`config.mk`:
```
export PLATFORM = sky130hd
export DESIGN_NAME = uart_tx_framer
export DESIGN_NICKNAME = d
export VERILOG_FILES = /design/src/rtl/uart_tx_framer.sv
export SDC_FILE = /design/constraint.sdc
export NUM_CORES = 1
export LEC_CHECK = 0
export ABC_AREA = 1
export CAP_MARGIN = 20
export CORE_UTILIZATION = 45
export CTS_CLUSTER_DIAMETER = 30
export DETAILED_ROUTE_END_ITERATION = 10
export DONT_BUFFER_PORTS = 1
export GPL_ROUTABILITY_DRIVEN = 1
export PLACE_DENSITY_LB_ADDON = 0.08
export SYNTH_ARGS = -nofsm -noshare
export SYNTH_HDL_FRONTEND = slang
export SYNTH_SLANG_ARGS = --single-unit
```
`constraint.sdc`:
```
create_clock -name clk -period 3.2 [get_ports clk]
set_clock_uncertainty 0.1 [all_clocks]
set_input_delay 0.64 -clock clk [delete_from_list [all_inputs] [get_ports clk]]
set_output_delay 0.64 -clock clk [all_outputs]
set_load 0.05 [all_outputs]
```
`src/rtl/uart_tx_framer.sv`:
```
// Burst UART transmitter: loads word_number 32-bit words, then sends them as 8N1 frames, low byte first.
// Latency: first start bit in the first SEND cycle; each frame lasts 10*DIV_RATE clocks; done pulses one cycle after the last stop bit.
// Backpressure: uart_slave_read_ready is high only in LOAD; valid gaps stall loading, and start is ignored while busy.
module uart_tx_framer #(
    parameter int DIV_RATE  = 16,
    parameter int MAX_WORDS = 4
) (
    input  logic        clk,
    input  logic        resetn,
    input  logic [2:0]  word_number,
    input  logic        start,
    output logic        uart_slave_read_ready,
    input  logic [31:0] uart_slave_data,
    input  logic        uart_slave_data_valid,
    output logic        tx,
    output logic        busy,
    output logic        done
);

    localparam int BYTES = 4 * MAX_WORDS;
    localparam int IW    = $clog2(BYTES);
    localparam int LW    = $clog2(BYTES + 1);
    localparam int DW    = $clog2(DIV_RATE);
    localparam logic [DW-1:0] DIV_LAST = DW'(DIV_RATE - 1);
    localparam logic [3:0]    MAX_WN   = 4'(MAX_WORDS);

    typedef enum logic [1:0] {IDLE, LOAD, SEND, DONE} state_t;

    state_t          state, state_nxt;
    logic [LW-1:0]   byte_limit;
    logic [LW-1:0]   wr_idx;
    logic [LW-1:0]   wr_idx_nxt;
    logic [IW-1:0]   tx_idx;
    logic [DW-1:0]   div_cnt;
    logic [3:0]      bit_cnt;
    logic [7:0]      byte_buf [BYTES];
    logic [7:0]      cur_byte;
    logic [2:0]      data_sel;
    logic            start_ok;
    logic            word_acc;
    logic            bit_end;
    logic            frame_end;
    logic            last_byte;

    assign start_ok   = start && (word_number != 3'd0) && ({1'b0, word_number} <= MAX_WN);
    assign word_acc   = (state == LOAD) && uart_slave_data_valid;
    assign wr_idx_nxt = wr_idx + LW'(4);
    assign bit_end    = (div_cnt == DIV_LAST);
    assign frame_end  = bit_end && (bit_cnt == 4'd9);
    assign last_byte  = ((LW'(tx_idx) + LW'(1)) == byte_limit);

    always_ff @(posedge clk or negedge resetn) begin
        if (!resetn) begin
            state <= IDLE;
        end else begin
            state <= state_nxt;
        end
    end

    always_comb begin
        state_nxt = state;
        case (state)
            IDLE: if (start_ok) state_nxt = LOAD;
            LOAD: if (word_acc && (wr_idx_nxt == byte_limit)) state_nxt = SEND;
            SEND: if (frame_end && last_byte) state_nxt = DONE;
            DONE: state_nxt = IDLE;
            default: state_nxt = IDLE;
        endcase
    end

    always_ff @(posedge clk or negedge resetn) begin
        if (!resetn) begin
            byte_limit <= '0;
            wr_idx     <= '0;
            tx_idx     <= '0;
            div_cnt    <= '0;
            bit_cnt    <= '0;
        end else begin
            case (state)
                IDLE: begin
                    if (start_ok) begin
                        byte_limit <= LW'({word_number, 2'b00});
                        wr_idx     <= '0;
                        tx_idx     <= '0;
                        div_cnt    <= '0;
                        bit_cnt    <= '0;
                    end
                end
                LOAD: begin
                    if (word_acc) wr_idx <= wr_idx_nxt;
                end
                SEND: begin
                    if (bit_end) begin
                        div_cnt <= '0;
                        if (bit_cnt == 4'd9) begin
                            bit_cnt <= '0;
                            // Holding tx_idx on the last byte keeps it inside the buffer.
                            if (!last_byte) tx_idx <= tx_idx + IW'(1);
                        end else begin
                            bit_cnt <= bit_cnt + 4'd1;
                        end
                    end else begin
                        div_cnt <= div_cnt + DW'(1);
                    end
                end
                default: ;
            endcase
        end
    end

    // Buffer contents are don't-care after reset, so it carries no reset.
    always_ff @(posedge clk) begin
        if (word_acc) begin
            for (int k = 0; k < 4; k++) begin
                byte_buf[wr_idx[IW-1:0] + IW'(k)] <= uart_slave_data[8*k +: 8];
            end
        end
    end

    assign cur_byte = byte_buf[tx_idx];
    assign data_sel = 3'(bit_cnt - 4'd1);

    always_comb begin
        tx = 1'b1;
        if (state == SEND) begin
            case (bit_cnt)
                4'd0:    tx = 1'b0;
                4'd9:    tx = 1'b1;
                default: tx = cur_byte[data_sel];
            endcase
        end
    end

    assign busy                  = (state != IDLE);
    assign done                  = (state == DONE);
    assign uart_slave_read_ready = (state == LOAD);

endmodule

```
==> results of run 1 <==
## power by group through the flow
stage / clock network [mW] / registers [mW] / logic (mW)
3_5_place_dp: 0 / 2.53 / 1.71
4_1_cts: 2.16 / 2.49 / 1.72
5_1_grt: 2.22 / 2.52 / 1.93
3_3_place_gp: 0 / 2.52 / 1.67
6_report: 2.15 / 2.50 / 1.72
2_1_floorplan: 0 / 2.46 / 1.23
## through the flow
step                setup WS (ps)  hold slack [ps]  cells
floorplan                   590.2            244.4    773
global placement            296.2            245.3    963
detailed placement          266.5            245.1    963
CTS                         20.68            189.8    996
global route                13.22            186.1    998
finish                      76.53            198.7    998
## logic make-up (layout without fill, tap and decap cells)
logic type | count (synthesis) | after routing | synth area share (%)
AOI/OAI and AO/OA | 139 | 139 | 9.888
xor gates and xnor gates | 7 | 7 | 0.8470
adders and majority gates | 16 | 16 | 2.766
buffers and inverters | 106 | 120 | 5.826
DFF | 148 | 148 | 60.02
and+or+nand+nor | 357 | 357 | 20.66
## synthesized netlist by cell type (2+ instances only)
cell,number
buf_2,16
inv_1,60
nand2_2,2
o21ai_0,111
nand2_1,245
dfrtp_1,20
xor2_1,3
inv_2,2
edfxtp_1,128
clkinv_1,2
nand3_1,92
a21oi_1,23
nor2_1,8
xnor2_1,4
nor3_1,3
clkbuf_1,24
ha_1,16
## registers in the layout (all words and copies together) (netlist names)
register and cells:
tx_idx 4, div_cnt 4, state 2, wr_idx 3
byte_limit 3, bit_cnt 4, byte_buf 128
## cells in the final DEF, fill, tap and decap left out, types with 2 or more instances in the layout
| cell type | n |
|---|---|
| xor2_1 | 3 |
| clkinv_4 | 5 |
| inv_6 | 3 |
| nand2_1 | 245 |
| nand2_2 | 2 |
| clkbuf_16 | 17 |
| buf_12 | 5 |
| dfrtp_1 | 18 |
| nor2_1 | 8 |
| bufinv_16 | 4 |
| clkinvlp_4 | 3 |
| nand3_1 | 92 |
| a21oi_1 | 23 |
| nor3_1 | 3 |
| o21ai_0 | 111 |
| xnor2_1 | 4 |
| buf_4 | 17 |
| clkinv_2 | 2 |
| edfxtp_1 | 128 |
| inv_1 | 59 |
| ha_1 | 16 |
| inv_4 | 2 |
## worst paths after layout
kind	startpoint	endpoint	slack (ps)	depth (start not counted)
worst max-delay path	bit_cnt[0]$_DFFE_PN0P_	tx	80	7
worst min-delay path	uart_slave_data[0]	byte_buf[0][0]$_DFFE_PP_	200	0
worst max register to register	state[1]$_DFFE_PN0P_	byte_buf[7][0]$_DFFE_PP_	730	7
worst min register to register	div_cnt[1]$_DFFE_PN0P_	div_cnt[1]$_DFFE_PN0P_	420	2
max in group asynchronous	resetn	tx_idx[1]$_DFFE_PN0P_	2200	2
min in group asynchronous	resetn	div_cnt[3]$_DFFE_PN0P_	410	1
## layout make-up
type | count | share of cell area [%]
Multi-Input combinational cell | 519 | 30.02
Inverter | 64 | 3.099
Clock inverter | 15 | 2.491
Sequential cell | 148 | 52.80
Timing Repair Buffer | 24 | 3.220
Clock buffer | 17 | 5.165
Tap cell | 211 | 3.205
## per-layer routing
metal | vias to the layer above | wire length (µm)
met5 | - | 0
met4 | 0 | 272
met3 | 19 | 1279
met2 | 208 | 9206
met1 | 2674 | 8518
li1 | 2625 | -
## worst max-delay path, cell delays in order (launching register included)
cell and delay [ps]:
dfrtp_1 570, clkinv_2 250, ha_1 410, inv_1 130
nand3_1 90, nand3_1 130, nand3_1 170, buf_12 200
## timing repair
action	in CTS	in global routing
endpoints found under the setup margin	1	1
pin swaps	0	1
resized for setup	2	9
hold buffers	1	0
buffers inserted	0	1
endpoints found under the hold margin	20	0
==> reports/results.tsv, run 1 <==
stage	metric	value	unit
floorplanning	rows	45	
global_routing	grtUsageMet2	40.25	%
sta	rsz0062_at_grt	no	
floorplanning	dieWidth	128.8	µm
final_layout	nFillCells	1431	
cts	clk_pin_slew	70	ps
cts	clock-sinks	148	
setup_path	crit_type	flop to primary output	
pwr	p_per_area	773.1	mW/mm²
pwr	pwr-share-clk	33.7	%
sta	slew_viol_final	0	
routing	via_per_inst	5.537	
cts	clockBufferDepth	2	
setup_path	critPathArrivalTime	2380	ps
logic_synthesis	synth_edf_count	128	
pwr	netSwitchingPower	2.163	mW
final_layout	drive_gt1_share	8.895	%
sta	worstMarginPinSlew	593.2	ps
place	hpwl	12970	µm
cts	cts-root-buf	clkbuf_16	
logic_synthesis	yosysWarnings	0	
global_routing	grtUsageMet1	34.03	%
logic_synthesis	synthFlopType	edfxtp_1	
run_status	run_status	completed	
cts	cts_tree	yes	
setup_path	cp-start-kind	flop	
global_routing	grt.overflow.total	0	
floorplanning	fp.dieH	128.8	µm
logic_synthesis	ys_seq_area_share	60.02	%
final_layout	nets	829	
logic_synthesis	synth_cells	773	
cts	insertion_delay	430	ps
floorplanning	io_pins	43	
routing	vias	5526	
pwr	seq_power_share	39.2	%
pwr	power	6.368	mW
sta	setup-tns-final	0	ps
routing	route.detailed.drc	0	
global_routing	grt_pass1_wl	30130	µm
setup_path	crit_required	2460	ps
final_layout	antenna_cells	0	
logic_synthesis	yosysTopAreaCell	edfxtp_1	
logic_synthesis	synth_area	0.007238	mm²
routing	wl_per_cell	19.31	µm
flow_run	maxCapViolCount	0	
global_routing	grt_usage	24.95	%
floorplanning	die_area	0.01660	mm²
sta	slew_headroom	60.41	%
floorplanning	start_util	46.92	%
logic_synthesis	synth.distinct_cells	31	
logic_synthesis	synth_area_leaders	edfxtp_1 53%, nand2_1 13%, o21ai_0 7.7%	
routing	drt_iter0_markers	513	
final_layout	finalCoreUtilization	53.39	%
place	io_buffers	0	
sta	hold_violations	0	
pwr	p_comb_share	27.0	%
global_routing	grt_pass1_vias	5357	
pwr	p_int	4.204	mW
global_routing	use_met3	4.491	%
final_layout	final_area	0.008237	mm²
sta	min_period_over_period	97.61	%
logic_synthesis	netlist.area_leader.share	53.10	%
setup_path	end_kind	primary output	
place	gp_congestion	0.8289	
setup_path	crit_fanout	8	
final_layout	syn2layout_area_growth	13.79	%
routing	first_pass_iters	8	
final_layout	multi_input_area	0.002472	mm²
cts	h-tree-depth	4	
sta	post-route-min-period	3123	ps
global_routing	grt_max_degree	69	
routing	ant_nets	0	
logic_synthesis	syn_nets	828	
logic_synthesis	async_reset_ff_share	13.51	%
sta	max_freq	0.3202	GHz
global_routing	antenna_found_initial	0	
pwr	peakVddDrop	0.4269	mV
hold_path	hp-class	primary input to flop	
pwr	leakagePower	3.371	nW
place	dpl_cell_area	0.007530	mm²
routing	wl	19280	µm
logic_synthesis	synth_seq_cells	148	
sta	setup_viol	0	
cts	numCtsBuffers	17	
pwr	swShare	33.98	%
global_routing	grt_busiest_layer	met2	
logic_synthesis	avgSynthCellArea	9.364	µm²
floorplanning	core	0.01543	mm²
final_layout	regArea	0.004349	mm²
No activity file was read; power rests on OpenSTA's default activity.
==> run 2: changes to the inputs <==
- PLACE_DENSITY: default -> 0.62
- PLACE_DENSITY_LB_ADDON: 0.08 -> default
==> reports/results.tsv, run 2 (synthesized netlist as in run 1, its figures left out) <==
stage	metric	value	unit	change
run_status	run_status	completed		
final_layout	drive_gt1_share	9.470	%	+0.58 points
hold_path	min_path_cells	0		unchanged
sta	setup-tns-final	0	ps	unchanged
floorplanning	core	0.01543	mm²	unchanged
hold_path	hold_start	uart_slave_data[4]		
pwr	peakVddDrop	0.4199	mV	-1.6%
pwr	p_per_area	757.1	mW/mm²	-2.1%
hold_path	hp-class	primary input to flop		
sta	slew_viol_final	0		unchanged
setup_path	crit_required	2460	ps	about the same
cts	h-tree-depth	4		unchanged
global_routing	antenna_found_initial	0		unchanged
place	dpl_cell_area	0.007505	mm²	-0.33%
final_layout	antenna_cells	0		unchanged
place	dp.cells	963		unchanged
cts	numCtsBuffers	17		unchanged
global_routing	grt_pass1_vias	5336		-0.39%
setup_path	end_kind	primary output		
sta	worstMarginPinSlew	930.0	ps	+336.8 ps
final_layout	final_cells	1003		+0.50%
setup_path	crit_type	flop to primary output		
place	hpwl	12030	µm	-7.2%
final_layout	largest_register_ffs	128		unchanged
cts	clk_pin_slew	70	ps	about the same
floorplanning	io_pins	43		unchanged
cts	clockBufferDepth	2		unchanged
global_routing	grt_usage	23.22	%	-1.7 points
setup_path	cp-start-kind	flop		
cts	cts-root-buf	clkbuf_16		
routing	drt_iter0_markers	521		+1.6%
setup_path	regToRegEndpoint	byte_buf[15][1]$_DFFE_PP_		
routing	via_per_inst	5.439		-1.8%
setup_path	r2r-start	state[1]$_DFFE_PN0P_		
final_layout	syn2layout_area_growth	13.34	%	
cts	insertion_delay	420	ps	about the same
sta	min_period_over_period	95.48	%	-2.1 points
routing	ant_nets	0		unchanged
sta	hold_ws	199.5	ps	+0.8470 ps
final_layout	finalCoreUtilization	53.18	%	-0.21 points
routing	wl_per_cell	18.13	µm	-6.1%
routing	first_pass_iters	5		-3
sta	slew_headroom	37.80	%	-23 points
flow_run	maxCapViolCount	0		unchanged
setup_path	critPathArrivalTime	2320	ps	-60 ps
routing	vias	5455		-1.3%
sta	hold_violations	0		unchanged
place	io_buffers	0		unchanged
final_layout	mostFrequentLayoutCells	245 x nand2_1, 128 x edfxtp_1, 111 x o21ai_0		
pwr	leakagePower	3.373	nW	about the same
sta	fin_ws	144.5	ps	+67.96 ps
final_layout	layout_commonest_cell	nand2_1		
sta	rsz0062_at_grt	no		
floorplanning	fp.dieH	128.8	µm	unchanged
final_layout	final_area	0.008204	mm²	-0.39%
global_routing	grt_max_degree	69		unchanged
setup_path	r2r_cells	7		unchanged
sta	setup_viol	0		unchanged
routing	route.detailed.drc	0		unchanged
pwr	power	6.211	mW	-2.5%
floorplanning	rows	45		unchanged
place	gp_congestion	0.8295		about the same
floorplanning	start_util	46.92	%	unchanged
floorplanning	die_area	0.01660	mm²	unchanged
cts	cts_tree	yes		
setup_path	r2r_slack	670	ps	-60 ps
final_layout	nets	834		+0.60%
setup_path	crit_fanout	29		+21
hold_path	min_delay_worst_endpoint	byte_buf[0][4]$_DFFE_PP_		
sta	post-route-min-period	3056	ps	-67.96 ps
place	dpl_worst_slack	446.7	ps	+180.2 ps
floorplanning	dieWidth	128.8	µm	unchanged
sta	max_freq	0.3273	GHz	+2.2%
global_routing	grt_pass1_wl	28300	µm	-6.1%
cts	clock-sinks	148		unchanged
global_routing	grt.overflow.total	0		unchanged
routing	wl	18180	µm	-5.7%
==> run 2: worst max path at each step <==
stage	startpoint	endpoint	slack [ps]	cells after the start
after floorplan	state[1]$_DFFE_PN0P_	byte_buf[0][0]$_DFFE_PP_	590	7
after global placement	tx_idx[0]$_DFFE_PN0P_	tx	420	10
after detailed placement	tx_idx[0]$_DFFE_PN0P_	tx	450	10
after CTS	tx_idx[0]$_DFFE_PN0P_	tx	60	11
after global routing	tx_idx[0]$_DFFE_PN0P_	tx	20	11
final	tx_idx[0]$_DFFE_PN0P_	tx	140	11
==> run 2: worst max-delay path, stage by stage (launching register included) <==
cell,delay (ps)
dfrtp_2,400
clkinvlp_4,220
clkbuf_16,280
nand2_1,70
nand2_1,80
a21oi_1,150
nand3_1,100
nand3_1,80
nand3_1,90
nand3_1,90
nand3_1,100
buf_4,210
==> run 2: per-layer routing <==
metal / routed length, µm / vias to the layer above / track usage (%)
met4: 235 / 0 / 8.028
met1: 7922 / 2598 / 30.58
met3: 1236 / 19 / 4.823
met2: 8788 / 199 / 38.25
li1: - / 2639 / -
met5: 0 / - / 0
==> run 2: repair_timing <==
| action | 4_1_cts | 5_1_grt |
|---|---|---|
| endpoints found under the setup margin | 1 | 1 |
| pin swaps | 0 | 1 |
| gates resized for setup | 1 | 7 |
| hold buffers | 1 | 0 |
| endpoints found under the hold margin | 20 | 0 |
| setup buffers | 0 | 6 |
| cloned | 0 | 1 |
==> run 2: final cells by class <==
type | instances | area (µm²)
clock inverter | 15 | 162.7
fill | 1398 | 7223
multi-input combinational | 519 | 2472
inverter | 64 | 250.2
clock buffer | 17 | 425.4
timing repair buffer | 29 | 282.8
sequential | 148 | 4347
tap | 211 | 264.0
==> run 2: power by group <==
part	leakage, nW	switching, mW	internal [mW]	total (mW)
clock	0.289	0.874	1.11	1.98
sequential	1.42	0.115	2.35	2.47
combinational	1.66	1.22	0.543	1.76
